<file path="config.mk">
export PLATFORM = sky130hd
export DESIGN_NAME = traffic_phase_sequencer
export DESIGN_NICKNAME = d
export VERILOG_FILES = /design/src/rtl/traffic_pkg.sv /design/src/rtl/phase_timer.sv /design/src/rtl/traffic_phase_sequencer.sv
export SDC_FILE = /design/constraint.sdc
export NUM_CORES = 1
export LEC_CHECK = 0
export ABC_AREA = 1
export BUFFER_PORTS_ARGS = -buffer_cell sky130_fd_sc_hd__buf_4
export CAP_MARGIN = 20
export CORE_MARGIN = 4
export CORE_UTILIZATION = 25
export CTS_CLUSTER_DIAMETER = 40
export DETAILED_ROUTE_END_ITERATION = 8
export GPL_ROUTABILITY_DRIVEN = 0
export GPL_TIMING_DRIVEN = 1
export HOLD_SLACK_MARGIN = 0.15
export PLACE_DENSITY_LB_ADDON = 0.2
export SETUP_SLACK_MARGIN = 0.1
export SLEW_MARGIN = 40
export SYNTH_ARGS = -nofsm -noshare
export SYNTH_HDL_FRONTEND = slang
export SYNTH_SLANG_ARGS = --single-unit
</file>
<file path="constraint.sdc">
create_clock -name clk -period 3 [get_ports clk]
set_input_delay 0.15 -clock clk [delete_from_list [all_inputs] [get_ports clk]]
set_output_delay 0.15 -clock clk [all_outputs]
set_load 0.02 [all_outputs]
</file>
<file path="src/rtl/traffic_pkg.sv">
// Shared types for the two-approach intersection controller.
//   lamp_t    : 2-bit lamp drive code (00 green, 01 yellow, 11 red)
//   phase_e   : controller phase, also exported as the debug phase code
//   lamp_a_of / lamp_b_of : lamp decode of a phase for each signal head
package traffic_pkg;

  typedef logic [1:0] lamp_t;

  localparam lamp_t LAMP_GREEN  = 2'b00;
  localparam lamp_t LAMP_YELLOW = 2'b01;
  localparam lamp_t LAMP_RED    = 2'b11;

  typedef enum logic [2:0] {
    A_GRN = 3'd0,
    A_YEL = 3'd1,
    AR_AB = 3'd2,
    B_GRN = 3'd3,
    B_YEL = 3'd4,
    AR_BA = 3'd5
  } phase_e;

  // Lamp A decode; everything outside the A green/yellow phases is red.
  function automatic lamp_t lamp_a_of(input phase_e s);
    case (s)
      A_GRN:   return LAMP_GREEN;
      A_YEL:   return LAMP_YELLOW;
      default: return LAMP_RED;
    endcase
  endfunction

  // Lamp B decode.
  function automatic lamp_t lamp_b_of(input phase_e s);
    case (s)
      B_GRN:   return LAMP_GREEN;
      B_YEL:   return LAMP_YELLOW;
      default: return LAMP_RED;
    endcase
  endfunction

endpackage

</file>
<file path="src/rtl/phase_timer.sv">
// Saturating phase tick counter.
//   clk, reset_n : clock, async active-low reset
//   i_clr        : clear to zero (wins over i_tick)
//   i_tick       : timebase strobe, advances the count
//   o_cnt        : current count
//   o_e          : count the next tick would produce (saturating cnt+1)
module phase_timer #(
  parameter int unsigned CNT_W = 6
) (
  input  logic             clk,
  input  logic             reset_n,
  input  logic             i_clr,
  input  logic             i_tick,
  output logic [CNT_W-1:0] o_cnt,
  output logic [CNT_W-1:0] o_e
);

  logic [CNT_W-1:0] r_cnt;

  // Hold at all-ones so a long rest-in-green never wraps.
  assign o_e   = (&r_cnt) ? r_cnt : r_cnt + CNT_W'(1);
  assign o_cnt = r_cnt;

  always_ff @(posedge clk or negedge reset_n) begin
    if (!reset_n) begin
      r_cnt <= '0;
    end else if (i_clr) begin
      r_cnt <= '0;
    end else if (i_tick) begin
      r_cnt <= o_e;
    end
  end

endmodule

</file>
<file path="src/rtl/traffic_phase_sequencer.sv">
// Timed two-approach intersection controller.
//   clk, reset_n         : clock, async active-low reset
//   tick                 : single-cycle timebase strobe
//   T_A, T_B             : approach vehicle sensors (level)
//   ped_req_a, ped_req_b : walk requests parallel to A / B
//   L_A, L_B             : lamp drive codes
//   walk_a, walk_b       : walk indications
//   phase                : current phase code for monitoring
// Outputs are registered from the next-state decode, so they always match
// the registered phase/count and never see a combinational input path.
module traffic_phase_sequencer
  import traffic_pkg::*;
#(
  parameter int unsigned CNT_W     = 6,
  parameter int unsigned GREEN_MIN = 8,
  parameter int unsigned GREEN_MAX = 32,
  parameter int unsigned YELLOW_T  = 3,
  parameter int unsigned ALLRED_T  = 1,
  parameter int unsigned WALK_T    = 6
) (
  input  logic       clk,
  input  logic       reset_n,
  input  logic       tick,
  input  logic       T_A,
  input  logic       T_B,
  input  logic       ped_req_a,
  input  logic       ped_req_b,
  output logic [1:0] L_A,
  output logic [1:0] L_B,
  output logic       walk_a,
  output logic       walk_b,
  output logic [2:0] phase
);

  localparam logic [CNT_W-1:0] GMIN = CNT_W'(GREEN_MIN);
  localparam logic [CNT_W-1:0] GMAX = CNT_W'(GREEN_MAX);
  localparam logic [CNT_W-1:0] YEL  = CNT_W'(YELLOW_T);
  localparam logic [CNT_W-1:0] ARED = CNT_W'(ALLRED_T);
  localparam logic [CNT_W-1:0] WALK = CNT_W'(WALK_T);

  phase_e           r_state;
  logic             r_ped_pend_a, r_ped_pend_b;
  logic             r_walk_act_a, r_walk_act_b;
  lamp_t            r_l_a, r_l_b;
  logic             r_walk_a, r_walk_b;
  logic [2:0]       r_phase;

  phase_e           w_state_nxt;
  logic             w_chg;
  logic             w_dem_a, w_dem_b;
  logic             w_ped_pend_a_nxt, w_ped_pend_b_nxt;
  logic             w_walk_act_a_nxt, w_walk_act_b_nxt;
  logic [CNT_W-1:0] w_cnt, w_e, w_cnt_nxt;

  phase_timer #(
    .CNT_W (CNT_W)
  ) u_timer (
    .clk     (clk),
    .reset_n (reset_n),
    .i_clr   (w_chg),
    .i_tick  (tick),
    .o_cnt   (w_cnt),
    .o_e     (w_e)
  );

  assign w_dem_a = T_A | r_ped_pend_a;
  assign w_dem_b = T_B | r_ped_pend_b;

  // Next phase; timed moves only on tick, illegal codes recover at once.
  always_comb begin
    w_state_nxt = r_state;
    case (r_state)
      A_GRN: if (tick && (w_e >= GMIN) && (!T_A || ((w_e >= GMAX) && w_dem_b)))
               w_state_nxt = A_YEL;
      A_YEL: if (tick && (w_e == YEL))  w_state_nxt = AR_AB;
      AR_AB: if (tick && (w_e == ARED)) w_state_nxt = B_GRN;
      B_GRN: if (tick && (w_e >= GMIN) && (!T_B || ((w_e >= GMAX) && w_dem_a)))
               w_state_nxt = B_YEL;
      B_YEL: if (tick && (w_e == YEL))  w_state_nxt = AR_BA;
      AR_BA: if (tick && (w_e == ARED)) w_state_nxt = A_GRN;
      default: w_state_nxt = AR_BA;
    endcase
  end

  assign w_chg     = (w_state_nxt != r_state);
  assign w_cnt_nxt = w_chg ? '0 : (tick ? w_e : w_cnt);

  // Ped latch: consumed on green entry (a same-cycle request is served too),
  // walk enable dropped on green exit.
  always_comb begin
    w_ped_pend_a_nxt = r_ped_pend_a | ped_req_a;
    w_ped_pend_b_nxt = r_ped_pend_b | ped_req_b;
    w_walk_act_a_nxt = r_walk_act_a;
    w_walk_act_b_nxt = r_walk_act_b;
    if (w_chg && (w_state_nxt == A_GRN)) begin
      w_walk_act_a_nxt = r_ped_pend_a | ped_req_a;
      w_ped_pend_a_nxt = 1'b0;
    end else if (w_chg && (r_state == A_GRN)) begin
      w_walk_act_a_nxt = 1'b0;
    end
    if (w_chg && (w_state_nxt == B_GRN)) begin
      w_walk_act_b_nxt = r_ped_pend_b | ped_req_b;
      w_ped_pend_b_nxt = 1'b0;
    end else if (w_chg && (r_state == B_GRN)) begin
      w_walk_act_b_nxt = 1'b0;
    end
  end

  // State, latches and output registers.
  always_ff @(posedge clk or negedge reset_n) begin
    if (!reset_n) begin
      r_state      <= AR_BA;
      r_ped_pend_a <= 1'b0;
      r_ped_pend_b <= 1'b0;
      r_walk_act_a <= 1'b0;
      r_walk_act_b <= 1'b0;
      r_l_a        <= LAMP_RED;
      r_l_b        <= LAMP_RED;
      r_walk_a     <= 1'b0;
      r_walk_b     <= 1'b0;
      r_phase      <= 3'(AR_BA);
    end else begin
      r_state      <= w_state_nxt;
      r_ped_pend_a <= w_ped_pend_a_nxt;
      r_ped_pend_b <= w_ped_pend_b_nxt;
      r_walk_act_a <= w_walk_act_a_nxt;
      r_walk_act_b <= w_walk_act_b_nxt;
      r_l_a        <= lamp_a_of(w_state_nxt);
      r_l_b        <= lamp_b_of(w_state_nxt);
      r_walk_a     <= (w_state_nxt == A_GRN) & w_walk_act_a_nxt & (w_cnt_nxt < WALK);
      r_walk_b     <= (w_state_nxt == B_GRN) & w_walk_act_b_nxt & (w_cnt_nxt < WALK);
      r_phase      <= 3'(w_state_nxt);
    end
  end

  assign L_A    = r_l_a;
  assign L_B    = r_l_b;
  assign walk_a = r_walk_a;
  assign walk_b = r_walk_b;
  assign phase  = r_phase;

endmodule

</file>
; Word-level counts from Yosys, hierarchy flattened
; Cells that the tools add are included.
[word_totals]
ff_bits = 19
latch_bits = 0
ramBits = 0
romBits = 0
in_bits = 7
output_inout_bits = 9
word_cells = 69
mem_count = 0
[op_classes]
addsub = 1
n_mul = 0
n_div = 0
n_lt_le_gt_ge = 3
eq_ne = 11
shifts = 0
n_mux = 18
n_bitwise = 8
n_reduce_logical = 18
[ops]
columns = op, n
row1 = $mux W3, 6
row2 = $mux W6, 3
row3 = $pmux W3 S6, 1
row4 = $logic_and A1 B1 Y1, 11
row5 = $eq A3 B2 Y1 const B, 3
row6 = $eq A3 B3 Y1 const B, 3
row7 = $pmux W2 S2, 2
row8 = $add A6 B1 Y6 const B, 1
row9 = $eq A3 B1 Y1 const B, 2
row10 = $eq A6 B1 Y1 const B, 1
row11 = $eq A6 B2 Y1 const B, 1
row12 = $ge A6 B4 Y1 const B, 1
row13 = $ge A6 B6 Y1 const B, 1
row14 = $logic_not A3 Y1, 2
row15 = $lt A6 B3 Y1 const B, 1
row16 = $mux W1, 6
row17 = $reduce_and A6 Y1, 1
row18 = $and A1 B1 Y1, 4
row19 = $or A1 B1 Y1, 4
row20 = $ne A3 B3 Y1, 1
row21 = $logic_not A1 Y1, 2
row22 = $logic_or A1 B1 Y1, 2

; Logic depth before layout (Yosys ltp)
; Gate-level depths: netlist of the first run.
[logic_depth]
depth_word = 14
mapped_depth = 18
ltp_nobuf = 18

; Hierarchy
; Synthesis of the first run repeated with hierarchy kept, for this count alone.
[unflattened]
hier_cells = 170
hier_area_um2 = 1219.9
[modules_own_cells]
columns = module, instances, cells_per_inst, area_per_inst_um2, seq_area_each_um2
row1 = traffic_phase_sequencer, 1, 108, 794.5, 332.8
row2 = phase_timer, 1, 62, 425.4, 150.1

; Worst setup path before layout of the first run
; Ideal clock, no wire load.
[synth_timing]
path_kind = register to register
start = register u_timer.r_cnt[0], in the netlist u_timer.o_cnt[0]
end = register r_walk_a, in the netlist walk_a
setup_time_ns = 0.115
t_arrival_ns = 1.947
required_ns = 2.885
setup_slack_ns = 0.938
path_stages_with_launch = 17
n_path_buf = 0
period_less_slack_ns = 2.062
cell_sequence = dfrtp_1 ha_1 or2_2 o21ai_0 nand2_1 nor2_4 nand2_1 nand2_1 nand2_1 nor2_1 nand2_1 nand2_1 nand2_1 nor2_2 nand3_1 nand2_1 nor2_1
[synth_via]
elab_chain_len = 14
word_cells_on_any_way = 34
cone_classes = 1 x add/sub / 3 x order compare / 3 x eq/ne / 12 x mux / 2 x bitwise / 13 x reduce/logical
[synth_lines]
columns = element, line_no
row1 = "start, declared", phase_timer.sv:18  ; logic [CNT_W-1:0] r_cnt;
row2 = "start signal, assigned", phase_timer.sv:26  ; r_cnt <= '0;
row3 = "start signal, assigned", phase_timer.sv:28  ; r_cnt <= '0;
row4 = "start signal, assigned", phase_timer.sv:30  ; r_cnt <= o_e;
row5 = branches (longest 13 deep; another with $add A6 B1 Y6), n/a
row6 = $and A1 B1 Y1 (*), traffic_phase_sequencer.sv:130  ; r_walk_a <= (w_state_nxt == A_GRN) & w_walk_act_a_nxt & (w_cnt_nxt < WALK);
row7 = "end signal, assigned", traffic_phase_sequencer.sv:130
row8 = "end, declared", traffic_phase_sequencer.sv:45  ; logic r_walk_a, r_walk_b;
; Every way passes the cells marked *.

; Final worst setup path of the first run
[layout_timing]
start = register u_timer.r_cnt[0], in the netlist u_timer.o_cnt[0]
end = register r_walk_b, in the netlist walk_b
[layout_via]
elab_chain_len = 14
word_cells_on_any_way = 34
cone_classes = 1 x add/sub / 3 x order compare / 4 x eq/ne / 12 x mux / 2 x bitwise / 12 x reduce/logical
[layout_lines]
columns = element, line_no
row1 = branches (longest 13 deep; another with $add A6 B1 Y6), n/a
row2 = $and A1 B1 Y1 (*), traffic_phase_sequencer.sv:131  ; r_walk_b <= (w_state_nxt == B_GRN) & w_walk_act_b_nxt & (w_cnt_nxt < WALK);
row3 = "end signal, assigned", traffic_phase_sequencer.sv:131
row4 = "end, declared", traffic_phase_sequencer.sv:45
; Marked as above.

==> impl_metrics.tcl, run 1 <==
set metrics [dict create \
    dieArea_mm2 0.00583 \
    drtIter0Drc 33 \
    vias 1020 \
    grt_pass1_vias 962 \
    ys_seq_area_frac 0.414 \
    final_cell_mix "nand2_1, inv_1, nor2_1" \
    cts_buffers 3 \
    multi_input_area_um2 571 \
    r2r_cells 16 \
    syn_area_mm2 0.00117 \
    hp-class "primary input to register" \
    clk_pin_slew_worst_paths_ns 0.08 \
    tns_ns 0 \
    postRouteAntennaNets 0 \
    hpwl_um 2070 \
    die_w_um 76.3 \
    max-cap-violations 0 \
    p_clk_frac 0.150 \
    yosysTopAreaCellShare 0.279 \
    cp.required_ns 3.16 \
    p_int_mw 0.689 \
    cts_root_buffer "clkbuf_8" \
    rsz0062_at_grt "false" \
    start_util 0.263 \
    max_clock_freq_ghz 0.437 \
    gr-total-overflow 0 \
    rr_endpoint "walk_b" \
    ios 16 \
    drc 0 \
    wire_per_inst_um 11.0 \
    comb_power_share 0.514 \
    leakage_nw 0.702 \
    dp_slack_ns 0.709 \
    mappedNetlistNets 173 \
    holdPathEnd "u_timer.o_cnt[0]" \
    syn_inst 165 \
    postCtsSetupBuffers 0 \
    grt_start_max_net_pins 20 \
    track_usage 0.0976 \
    synth_top_area_cell "dfrtp_1" \
    finalCritPeriodShare 0.762 \
    fill_cells 516 \
    peakVddDrop_v 0.000194 \
    clkSinkCount 19 \
    grt_antenna_before_repair 0 \
    yosys_register_bits 19 \
    wl_um 2610 \
    reg2reg_slack_ns 0.71 \
    h-tree-depth 1 \
    register_area_um2 483 \
    startpoint_type "register" \
    core_area_mm2 0.00444 \
    first_pass_iters 4 \
    cts_tree "yes" \
    synth.distinct_cells 26 \
    grt_pass1_wl_um 4490 \
    layout_min_cycle_time_ns 2.29 \
    report.final.slew_viol_count 0 \
    p_per_area_mw_per_mm2 905 \
    final_hold_viol_count 0 \
    critical_path_class "register to register" \
    switching_power_mw 0.589 \
    fp.dieH_um 76.3 \
    setup_ws_ns 0.713 \
    seqPwrFrac 0.336 \
    area_delta_synth_final_pct 21.0 \
    crit_path_end_kind "register" \
    hold_ws_ns 0.236 \
    ys_top_cells_by_area "dfrtp_1, nand2_1, dfstp_2" \
    n_antenna_cell 0 \
    worstHoldStart "tick" \
    tightestPinTransition_ns 0.625 \
    arrival_ns 2.45 \
    routed_via_density 4.30 \
    std_cell_rows 24 \
    critPathMaxFanout 5 \
    worstHoldPathCells 3 \
    yosysWarnings 0 \
    syn_area_per_cell_um2 7.07 \
    final_common_cell "nand2_1" \
    p_sw_frac 0.461 \
    final_net_count 194 \
    port_buffers 15 \
    r2r-start "u_timer.o_cnt[0]" \
    drive_gt1_frac 0.232 \
    setup_viol 0 \
    status "completed" \
    clockBufferDepth 2 \
    skew_ns 0.00191 \
    relSlewSlack 0.578 \
    clock_latency_ns 0.26 \
]
-- logic make-up (layout without fill, tap and decap cells) --
logic type,Yosys count,in the layout,share of synthesized area
simple gates,97,97,0.377
compound gates,17,17,0.0933
buf+inv,30,50,0.0975
flops,19,19,0.414
fa+ha+maj,1,1,0.0107
xor+xnor,1,1,0.00750
-- synthesized netlist by cell type --
cell and count:
nand4_1 1, o31ai_1 1, nand2_1 43, a31oi_1 1, o21ai_1 1, o21a_1 1
o21ai_0 9, o21bai_2 1, nor3_1 3, nor2_2 5, inv_1 27, dfrtp_1 13
nor2_4 1, o41ai_1 1, clkbuf_1 1, nand3_1 15, ha_1 1, dfstp_2 6
nand3_2 3, nand2_2 1, inv_2 1, nor2_1 21, buf_2 1, xor2_1 1
or2_2 4, a21oi_2 2
-- how the worst max path moves through the flow --
stage               slack (ns)             start  cells past startpoint      to
floorplan                 0.94  u_timer.o_cnt[0]                     16  walk_a
global placement          0.73  u_timer.o_cnt[0]                     11  walk_b
detailed placement        0.71  u_timer.o_cnt[0]                     16  walk_b
CTS                       0.69  u_timer.o_cnt[0]                     16  walk_a
global route              0.44  u_timer.o_cnt[0]                     15  walk_b
finish                    0.71  u_timer.o_cnt[0]                     16  walk_b
-- sequential cells by signal, indices dropped and copies added, names as in the netlist --
name / count
phase: 3
L_B: 2
u_timer.o_cnt: 6
r_ped_pend_a: 1
walk_a: 1
r_walk_act_a: 1
r_ped_pend_b: 1
r_walk_act_b: 1
walk_b: 1
L_A: 2
-- area by class of cell --
class                      instances  share of cell area
clock inverter                     1             0.00354
timing repair buffer              18               0.101
multi-input combinational        116               0.404
clock buffer                       3              0.0292
inverter                          28              0.0744
tap                               52              0.0461
sequential                        19               0.342
-- metal layers --
layer,vias to the layer above,track usage,share of wire
met2,19,0.148,0.44
met3,5,0.0225,0.029
met1,442,0.128,0.50
li1,554,-,-
met5,-,0,0
met4,0,0.0543,0.024
-- critical path, cell delays in order, from the launching register on --
cell	delay [ns]
dfrtp_1	0.43
ha_1	0.24
or2_2	0.29
o21ai_0	0.11
nand2_1	0.13
nor2_4	0.15
nand2_1	0.06
nand2_1	0.05
nand2_1	0.04
nor2_1	0.07
nand2_1	0.09
nand2_1	0.07
nand2_1	0.05
nor2_2	0.14
o31ai_1	0.10
nand2_1	0.11
nor2_1	0.05
-- power groups by stage --
stage / logic (mW) / registers [mW] / clock network [mW]
2_1_floorplan: 0.477 / 0.449 / 0
3_3_place_gp: 0.671 / 0.437 / 0
3_5_place_dp: 0.658 / 0.436 / 0
4_1_cts: 0.665 / 0.432 / 0.200
5_1_grt: 0.753 / 0.445 / 0.205
6_report: 0.657 / 0.430 / 0.191
-- what timing repair did --
item / 4_1_cts / 5_1_grt
endpoints found under the hold margin: 21 / 0
hold buffers: 3 / 0
gates resized for setup: 0 / 0
-- through the flow --
stage,power [mW],cell area [µm²],util,std cells
final,1.28,1410,0.318,237
after global routing,1.40,1410,0.318,237
after CTS,1.30,1410,0.318,237
after detailed placement,1.09,1340,0.301,230
after global placement,1.11,1340,0.301,230
after floorplan,0.926,1170,-,165
No activity file was read; power rests on OpenSTA's default activity.
==> run 2, diff against run 1 <==
Clock period 3 ns to 2.05 ns, I/O delays scaled along.
==> run 2 against run 1 <==
Against the previous run:
- the run now ends with setup timing left
- count of clock-buffer cells in the layout did not move
- highest routed layer unchanged
- critical endpoint is now walk_a
- non-clock buffer count up 27
- final cell count rose by 11%
- wire length is 15% higher
- design area rose by 25%
- clock power increased by 40%
- sequential power increased by 53%
- sequential cell count unchanged
==> impl_metrics.tcl, run 2 (synthesis results as in run 1) <==
set metrics [dict create \
    cp_top_family "simple AND/OR/NAND/NOR gates" \
    placedCellCount 249 \
    routed_via_density 4.48 \
    track_usage 0.111 \
    grt_pass1_wl_um 5330 \
    path_cells "ha_4 > nand2_4 > nor2_4 > nand2_4 > nand2_4 > nand3_4 > nor2_4 > nand2_1 > nand2_1 > nand2_1 > nor2_1 > nand2_1 > nand2_1 > nand2_2 > nor2_4 > o31ai_1 > nand2_2 > nor2_1" \
    clock_latency_ns 0.26 \
    cts_buffers 3 \
    slowest_delay_ns 0.41 \
    drc 0 \
    grt_pass1_vias 1177 \
    p_clk_frac 0.114 \
    relSlewSlack 0.691 \
    drive_gt1_frac 0.443 \
    layout_min_cycle_time_ns 2.07 \
    vias 1183 \
    skew_ns 0.00482 \
    peakVddDrop_v 0.000788 \
    grt_antenna_before_repair 0 \
    n_antenna_cell 0 \
    port_buffers 15 \
    setup_viol 2 \
    grt_start_max_net_pins 20 \
    crit_start "u_timer.o_cnt[0]" \
    h-tree-depth 1 \
    reg2reg_slack_ns -0.02 \
    wl_um 3000 \
    die_w_um 76.3 \
    setup_ws_ns -0.0238 \
    crit_slowest_cell "dfrtp_1" \
    final_hold_viol_count 0 \
    std_cell_rows 24 \
    status "finished, violations left" \
    clk_pin_slew_worst_paths_ns 0.08 \
    drtIter0Drc 54 \
    gr-total-overflow 0 \
    hp-class "primary input to async pin" \
    r2r-start "u_timer.o_cnt[0]" \
    p_int_mw 1.31 \
    cts_tree "yes" \
    r2r_cells 18 \
    report.final.slew_viol_count 0 \
    arrival_ns 2.23 \
    clockBufferDepth 2 \
    largest_reg_flops 6 \
    max_clock_freq_ghz 0.482 \
    startpoint_type "register" \
    finalNonFillerCells 264 \
    critPathMaxFanout 5 \
    fp.dieH_um 76.3 \
    max-cap-violations 0 \
    final_net_count 221 \
    p_per_area_mw_per_mm2 1320 \
    cp.depth 18 \
    area_delta_synth_final_pct 51.4 \
    ios 16 \
    crit_path_end_kind "register" \
    comb_power_share 0.603 \
    critical_path_buf_inv_count 0 \
    first_pass_iters 4 \
    cts_root_buffer "clkbuf_8" \
    hpwl_um 2240 \
    rsz0062_at_grt "true" \
    critical_path_class "register to register" \
    seqPwrFrac 0.283 \
    clkSinkCount 19 \
    cpMostUsedCell "nand2_1" \
    crit_end "walk_a" \
    wire_per_inst_um 11.4 \
    core_area_mm2 0.00444 \
    fin_util 0.398 \
    violations "setup timing" \
    cp.required_ns 2.20 \
    rr_endpoint "walk_a" \
    finalCritPeriodShare 1.01 \
    dieArea_mm2 0.00583 \
    tightestPinTransition_ns 0.458 \
    start_util 0.263 \
    switching_power_mw 1.02 \
    postRouteAntennaNets 0 \
    p_sw_frac 0.438 \
    final_common_cell "buf_4" \
    final_cell_mix "buf_4, nand2_1, inv_1" \
    leakage_nw 0.877 \
]
## run 2: per-stage QoR
stage	setup slack, ns	hold slack (ns)	setup TNS (ns)	instance area, µm²	power [mW]
after floorplan	0.0985	-0.193	0	1180	1.38
after global placement	-0.0651	-0.00412	-0.135	1490	1.80
after detailed placement	-0.0868	-0.00505	-0.216	1490	1.79
after CTS	-0.0476	0.252	-0.0927	1710	2.26
after global routing	-0.196	0.279	-1.40	1770	2.56
final	-0.0238	0.246	-0.0451	1770	2.33
## run 2: routing by layer
metal	part of all wire	routed length [µm]	GRT usage	vias to the layer above
li1	-	-	-	609
met1	0.44	1310	0.140	548
met2	0.52	1550	0.192	20
met3	0.031	94	0.0201	6
met4	0.015	46	0.0344	0
met5	0	0	0	-
## run 2: repair_timing
action                                 4_1_cts  5_1_grt
endpoints found under the hold margin       21        0
hold buffers                                 3        0
setup buffers                                7        1
setup endpoints to repair                   11       15
pin swaps                                   10       10
resized for setup                           18       14
gates cloned                                 0        0
## run 2: worst min-delay path by stage
stage	slack, ns	start	end
after floorplan	-0.19	reset_n	phase[1]
after global placement	-0.004	reset_n	phase[1]
after detailed placement	-0.005	reset_n	phase[1]
after CTS	0.25	reset_n	phase[1]
after global routing	0.28	reset_n	phase[1]
final	0.25	reset_n	phase[1]
## run 2: power groups by stage
| stage | Combinational, mW | Clock [mW] | Sequential [mW] |
|---|---|---|---|
| final | 1.41 | 0.267 | 0.660 |
| after global routing | 1.58 | 0.302 | 0.682 |
| after CTS | 1.33 | 0.278 | 0.648 |
| after detailed placement | 1.16 | 0 | 0.634 |
| after global placement | 1.17 | 0 | 0.636 |
| after floorplan | 0.716 | 0 | 0.661 |
## run 2: layout make-up
| cell class | count | area, µm² |
|---|---|---|
| clock buffer | 3 | 41.3 |
| clock inverter | 1 | 5.00 |
| fill | 478 | 2680 |
| inverter | 28 | 105 |
| multi-input combinational | 116 | 713 |
| sequential | 19 | 485 |
| tap | 52 | 65.1 |
| timing repair buffer | 45 | 353 |
